$ cat config.mk
export PLATFORM = sky130hd
export DESIGN_NAME = usb_tx_bitstuff
export DESIGN_NICKNAME = d
export VERILOG_FILES = /design/src/rtl/usb_tx_pkg.sv /design/src/rtl/usb_bit_timer.sv /design/src/rtl/usb_tx_bitstuff.sv
export SDC_FILE = /design/constraint.sdc
export NUM_CORES = 1
export LEC_CHECK = 0
export ABC_AREA = 1
export CORE_ASPECT_RATIO = 1.75
export CORE_UTILIZATION = 57
export CTS_CLUSTER_DIAMETER = 100
export DETAILED_ROUTE_END_ITERATION = 10
export GPL_TIMING_DRIVEN = 0
export HOLD_SLACK_MARGIN = 0.15
export PLACE_DENSITY = 0.84
export REMOVE_ABC_BUFFERS = 1
export SETUP_SLACK_MARGIN = 0.2
export SYNTH_ARGS = -nofsm -noshare
export SYNTH_HDL_FRONTEND = slang
export SYNTH_SLANG_ARGS = --single-unit
export TNS_END_PERCENT = 100
$ cat constraint.sdc
create_clock -name clk -period 2.5 [get_ports clk]
set_clock_uncertainty 0.05 [all_clocks]
set_input_delay 0.75 -clock clk [delete_from_list [all_inputs] [get_ports clk]]
set_output_delay 0.75 -clock clk [all_outputs]
set_load 0.02 [all_outputs]
$ cat src/rtl/usb_tx_pkg.sv
// USB TX bit-stuffer shared types and constants.
// Optional build macro: SYNC_GEN_EN (automatic SYNC prefix).
package usb_tx_pkg;

    typedef enum logic [1:0] {
        IDLE,
        SHIFT,
        STUFF,
        EOP
    } tx_state_e;

    localparam logic [7:0] USB_SYNC_BYTE = 8'h80;
    localparam int unsigned STUFF_RUN_DEF = 6;
    localparam int unsigned EOP_BITS_DEF = 2;
    localparam int unsigned CLKS_PER_BIT_DEF = 8;

endpackage

$ cat src/rtl/usb_bit_timer.sv
// Bit-period tick generator with synchronous clear.
// tick is high on the terminal count of a free-running 0..N-1 counter.
module usb_bit_timer #(
    parameter int unsigned CLKS_PER_BIT = 8
) (
    input  logic clk,
    input  logic rst,
    input  logic clr,
    output logic tick
);

    localparam logic [7:0] TERM = 8'(CLKS_PER_BIT - 1);

    logic [7:0] cnt_q;
    logic [7:0] cnt_d;

    // wrap at terminal count, restart on clear
    always_comb begin
        cnt_d = cnt_q + 8'd1;
        if (clr || (cnt_q == TERM)) begin
            cnt_d = '0;
        end
    end

    // counter register
    always_ff @(posedge clk) begin
        if (rst) begin
            cnt_q <= '0;
        end else begin
            cnt_q <= cnt_d;
        end
    end

    assign tick = (cnt_q == TERM);

endmodule

$ cat src/rtl/usb_tx_bitstuff.sv
// USB TX serializer with bit stuffing, feeding nrzi_encode.
// Optional build macro: SYNC_GEN_EN prefixes each packet with SYNC.
module usb_tx_bitstuff
    import usb_tx_pkg::*;
#(
    parameter int unsigned CLKS_PER_BIT = CLKS_PER_BIT_DEF,
    parameter int unsigned EOP_BITS     = EOP_BITS_DEF,
    parameter int unsigned STUFF_RUN    = STUFF_RUN_DEF
) (
    input  logic       clk,
    input  logic       rst,
    input  logic [7:0] tx_data,
    input  logic       tx_valid,
    input  logic       tx_last,
    output logic       tx_ready,
    output logic       d_orig,
    output logic       bit_strobe,
    output logic       eop,
    output logic       busy,
    output logic       underrun
);

    localparam logic [3:0] RUN      = 4'(STUFF_RUN);
    localparam logic [2:0] EOP_LAST = 3'(EOP_BITS - 1);

    tx_state_e  state_q, state_d;
    logic [7:0] sr_q, sr_d;
    logic [2:0] idx_q, idx_d;
    logic [3:0] ones_q, ones_d;
    logic       last_q, last_d;
    logic       sync_q, sync_d;
    logic [7:0] hold_q, hold_d;
    logic       hold_last_q, hold_last_d;
    logic       hold_full_q, hold_full_d;
    logic       d_orig_q, d_orig_d;
    logic       strobe_q, strobe_d;
    logic       eop_q, eop_d;
    logic [2:0] eop_cnt_q, eop_cnt_d;
    logic       underrun_q, underrun_d;

    logic       timer_clr;
    logic       tick;
    logic       advance;
    logic       load_byte;
    logic [3:0] ones_base;

    usb_bit_timer #(
        .CLKS_PER_BIT(CLKS_PER_BIT)
    ) u_timer (
        .clk (clk),
        .rst (rst),
        .clr (timer_clr),
        .tick(tick)
    );

    // next-state, bit selection, stuffing and holding-register control
    always_comb begin
        state_d     = state_q;
        sr_d        = sr_q;
        idx_d       = idx_q;
        ones_d      = ones_q;
        last_d      = last_q;
        sync_d      = sync_q;
        hold_d      = hold_q;
        hold_last_d = hold_last_q;
        hold_full_d = hold_full_q;
        d_orig_d    = d_orig_q;
        strobe_d    = 1'b0;
        eop_d       = eop_q;
        eop_cnt_d   = eop_cnt_q;
        underrun_d  = 1'b0;
        timer_clr   = 1'b0;
        advance     = 1'b0;
        load_byte   = 1'b0;
        ones_base   = '0;

        if (tx_valid && !hold_full_q) begin
            hold_d      = tx_data;
            hold_last_d = tx_last;
            hold_full_d = 1'b1;
        end

        unique case (state_q)
            IDLE: begin
                timer_clr = 1'b1;
                d_orig_d  = 1'b1;
                eop_d     = 1'b0;
                if (hold_full_q) begin
`ifdef SYNC_GEN_EN
                    sr_d     = USB_SYNC_BYTE;
                    idx_d    = '0;
                    ones_d   = '0;
                    last_d   = 1'b0;
                    sync_d   = 1'b1;
                    d_orig_d = USB_SYNC_BYTE[0];
                    strobe_d = 1'b1;
                    state_d  = SHIFT;
`else
                    load_byte = 1'b1;
`endif
                end
            end
            SHIFT: begin
                if (tick) begin
                    if (!sync_q && (ones_q == RUN)) begin
                        state_d  = STUFF;
                        d_orig_d = 1'b0;
                        strobe_d = 1'b1;
                        ones_d   = '0;
                    end else begin
                        advance = 1'b1;
                    end
                end
            end
            STUFF: begin
                if (tick) begin
                    advance = 1'b1;
                end
            end
            EOP: begin
                if (tick) begin
                    if (eop_cnt_q == EOP_LAST) begin
                        state_d = IDLE;
                        eop_d   = 1'b0;
                    end else begin
                        eop_cnt_d = eop_cnt_q + 3'd1;
                    end
                end
            end
            default: begin
                state_d = IDLE;
            end
        endcase

        // next data bit, or the byte-boundary decision
        if (advance) begin
            if (idx_q != 3'd7) begin
                idx_d    = idx_q + 3'd1;
                sr_d     = sr_q >> 1;
                d_orig_d = sr_q[1];
                strobe_d = 1'b1;
                state_d  = SHIFT;
                if (!sync_q) begin
                    ones_d = sr_q[1] ? (ones_q + 4'd1) : 4'd0;
                end
            end else if (sync_q) begin
                load_byte = 1'b1;
                ones_base = 4'd1;
            end else if (last_q) begin
                state_d   = EOP;
                eop_d     = 1'b1;
                d_orig_d  = 1'b1;
                eop_cnt_d = '0;
            end else if (hold_full_q) begin
                load_byte = 1'b1;
                ones_base = ones_q;
            end else begin
                state_d    = EOP;
                eop_d      = 1'b1;
                d_orig_d   = 1'b1;
                eop_cnt_d  = '0;
                underrun_d = 1'b1;
            end
        end

        // move the holding register into the shifter and emit its bit0
        if (load_byte) begin
            sr_d        = hold_q;
            idx_d       = '0;
            last_d      = hold_last_q;
            sync_d      = 1'b0;
            hold_full_d = 1'b0;
            d_orig_d    = hold_q[0];
            strobe_d    = 1'b1;
            ones_d      = hold_q[0] ? (ones_base + 4'd1) : 4'd0;
            state_d     = SHIFT;
        end
    end

    // state and datapath registers
    always_ff @(posedge clk) begin
        if (rst) begin
            state_q     <= IDLE;
            sr_q        <= '0;
            idx_q       <= '0;
            ones_q      <= '0;
            last_q      <= 1'b0;
            sync_q      <= 1'b0;
            hold_q      <= '0;
            hold_last_q <= 1'b0;
            hold_full_q <= 1'b0;
            d_orig_q    <= 1'b1;
            strobe_q    <= 1'b0;
            eop_q       <= 1'b0;
            eop_cnt_q   <= '0;
            underrun_q  <= 1'b0;
        end else begin
            state_q     <= state_d;
            sr_q        <= sr_d;
            idx_q       <= idx_d;
            ones_q      <= ones_d;
            last_q      <= last_d;
            sync_q      <= sync_d;
            hold_q      <= hold_d;
            hold_last_q <= hold_last_d;
            hold_full_q <= hold_full_d;
            d_orig_q    <= d_orig_d;
            strobe_q    <= strobe_d;
            eop_q       <= eop_d;
            eop_cnt_q   <= eop_cnt_d;
            underrun_q  <= underrun_d;
        end
    end

    assign tx_ready   = !hold_full_q;
    assign d_orig     = d_orig_q;
    assign bit_strobe = strobe_q;
    assign eop        = eop_q;
    assign busy       = (state_q != IDLE);
    assign underrun   = underrun_q;

endmodule
==> run metrics <==
register area=842 um^2; Die Y=82.3 um; Slew Limit Fails=0; drt wl/cell=11.9 um; worst path cell trace=inv_1 > ha_1 > inv_1 > dlygate4sd2_1; Total Wirelength=4140 um; fmax=458 MHz; Hold-fix buffers, CTS=0; worst skew pair latency=0.30 ns; IO Pins=18; critical path's largest stage delay=0.37 ns; final-layout fill cell count=304; row count=28; DP HPWL=3010 um; All-Layer GR Usage=0.236; clk sinks=42; post-synthesis cell area=0.00210 mm^2; Critical Path Start=state_q[0]; Multi-input gate area=0.00108 mm^2; Synth area leaders=dfxtp_1 (40%), nand2_1 (9.5%), ha_1 (7.2%), inv_1 (7.0%), nor2_1 (6.6%); critical path required time=1.70 ns; initial antenna violation count=0; Commonest cells post-synth=nand2_1 (53), dfxtp_1 (42), inv_1 (39), nor2_1 (37), a21oi_1 (20); CTS max path bufs=2; Vias per Instance=5.22; Post-synth EDFFs=0; Buf+Inv Stages, Crit Path=3; Synth top area share=0.401; Final min period=2.18 ns; Final #Nets=325; global placer's final weighted congestion=0.781; post-synth top area cell=dfxtp_1; routed via count=1810; RSZ-0062 raised after global routing=no; period utilisation layout=0.874; Avg Synthesized Cell Area=7.41 um^2; Clock transition at path regs=0.08 ns; drt pass-1 iters=4; DIE AREA=0.00394 mm^2; P per Cell Area=579 mW/mm^2; Antenna Cells=0; global-route wire length before repair=6580 um; most common cell in the netlist=nand2_1; DRC=0; Setup Crit Path Kind=reg -> out; Crit. End Element=output port; Seq cells post-synth=42; layout cell share with drive strength beyond 1=0.0861; largest net degree at the start of global routing=20; Pwr Total=1.40 mW; htree depth=2; WP data arrival=1.38 ns; core area=0.00343 mm^2; Yosys warning count=0; status=completed; critical-path maximum fanout=5; MaxCap Viol Count=0; synth unique cells=36; worst r2r src=idx_q[0]; TritonCTS clock tree=done; Leak=1.03 nW; setup_tns=0 ns; Peak VDD IR=0.539 mV; Hold Fails Final Rpt=0; Final setup viols=0; nature of the critical path startpoint=flop; Worst Hold Class=reg -> reg; CTS buffer count=5; Hold Startpoint=u_timer.cnt_q[0]; Initial Util=0.611; PortBufs=17; fraction of registers with async set/reset=0; GR Overflow Total=0; Worst Max-Slew Pin Slew=0.682 ns; Iter 0 DRT Violations=46; DIE WIDTH=47.9 um; synthesis-to-finish area growth=15.0%; Mapped Cells=283; family with the most delay on the worst path=buffers and inverters; CP max-delay cell=dfxtp_2; crit-path most repeated cell=inv_1; post-synthesis sequential area ratio=0.401; Top FF cell, synth=dfxtp_1; post-CTS setup buffers=0; root buf cell=clkbuf_8; Slew Limit Headroom=0.545; antenna viol nets, final=0; number of global-route vias before repair=1672; final core utilization=0.703
-- path summary, 6_finish.rpt --
path	end	cells past startpoint	slack, ns
max	busy	4	0.32
min	u_timer.cnt_q[0]	1	0.40
max reg2reg	ones_q[1]	11	0.39
min reg2reg	u_timer.cnt_q[0]	1	0.40
-- per-layer routing --
metal / global-route usage / routed length (um)
met1: 0.214 / 1620
met5: 0 / 0
met4: 0.125 / 96
met3: 0.0478 / 122
met2: 0.447 / 2300
-- placed cells by master (no fill, tap or decap), types with 2 or more instances in the layout --
cell type,instances
a21oi_1,20
xor2_1,3
nand4_1,3
o21ai_1,5
clkbuf_8,5
inv_1,39
nand2_1,53
nor2_1,37
nor3b_1,2
nand2_2,2
nor2_2,5
nand3_1,17
inv_2,2
nand4_4,2
a21oi_2,2
o21ai_0,13
o211ai_1,2
ha_1,12
dfxtp_1,41
xnor2_1,3
clkdlybuf4s50_1,15
-- what timing repair did --
action,CTS,global route
hold endpoints to repair,0,0
gates resized for setup,1,4
pin swaps,0,0
endpoints found under the setup margin,1,16
-- flip-flops by register name, indices dropped and copies added, names as in the netlist --
| register | cells |
|---|---|
| eop_cnt_q | 3 |
| hold_full_q | 1 |
| d_orig | 1 |
| sr_q | 7 |
| u_timer.cnt_q | 8 |
| underrun | 1 |
| idx_q | 3 |
| last_q | 1 |
| ones_q | 4 |
| hold_q | 8 |
| bit_strobe | 1 |
| eop | 1 |
| hold_last_q | 1 |
| state_q | 2 |
-- power by group --
group	switching (mW)	total (mW)	internal (mW)	leakage, nW
combinational	0.0922	0.149	0.0570	0.631
sequential	0.0169	0.716	0.699	0.343
clock	0.235	0.533	0.298	0.0514
-- worst reg2reg max path: stages (launching register included) --
cell and delay (ns):
dfxtp_1 0.36, ha_1 0.17, ha_1 0.18, inv_1 0.10
nor3_4 0.20, nand4_4 0.19, nor2_2 0.23, ha_1 0.27
nand3_1 0.09, nand3_1 0.08, nand2_1 0.06, inv_1 0.04
-- kinds of logic after synthesis --
kind of cell | Yosys count | synth area share
XOR/XNOR | 6 | 0.0250
adder cells (fa/ha/maj) | 12 | 0.0716
AND/OR/NAND/NOR | 129 | 0.287
buffers and inverters | 47 | 0.0918
AO/OA/AOI/OAI | 47 | 0.124
flip-flops | 42 | 0.401
-- final cells by class --
cell class / count / share of cell area
Timing Repair Buffer: 17 / 0.0710
Sequential cell: 42 / 0.349
Tap cell: 45 / 0.0233
Multi-Input combinational cell: 194 / 0.447
Clock buffer: 6 / 0.0301
Clock inverter: 2 / 0.0156
Inverter: 41 / 0.0638
-- per-stage QoR --
step	cells	hold WS [ns]	setup WS, ns	cell area, um^2
after floorplan	277	0.368	0.630	2060
after global placement	339	0.378	-0.0291	2290
after detailed placement	339	0.388	-0.0173	2290
after CTS	347	0.404	0.245	2390
after global routing	347	0.435	0.227	2410
final	347	0.402	0.315	2410
Power figures use the tool's default switching activity.
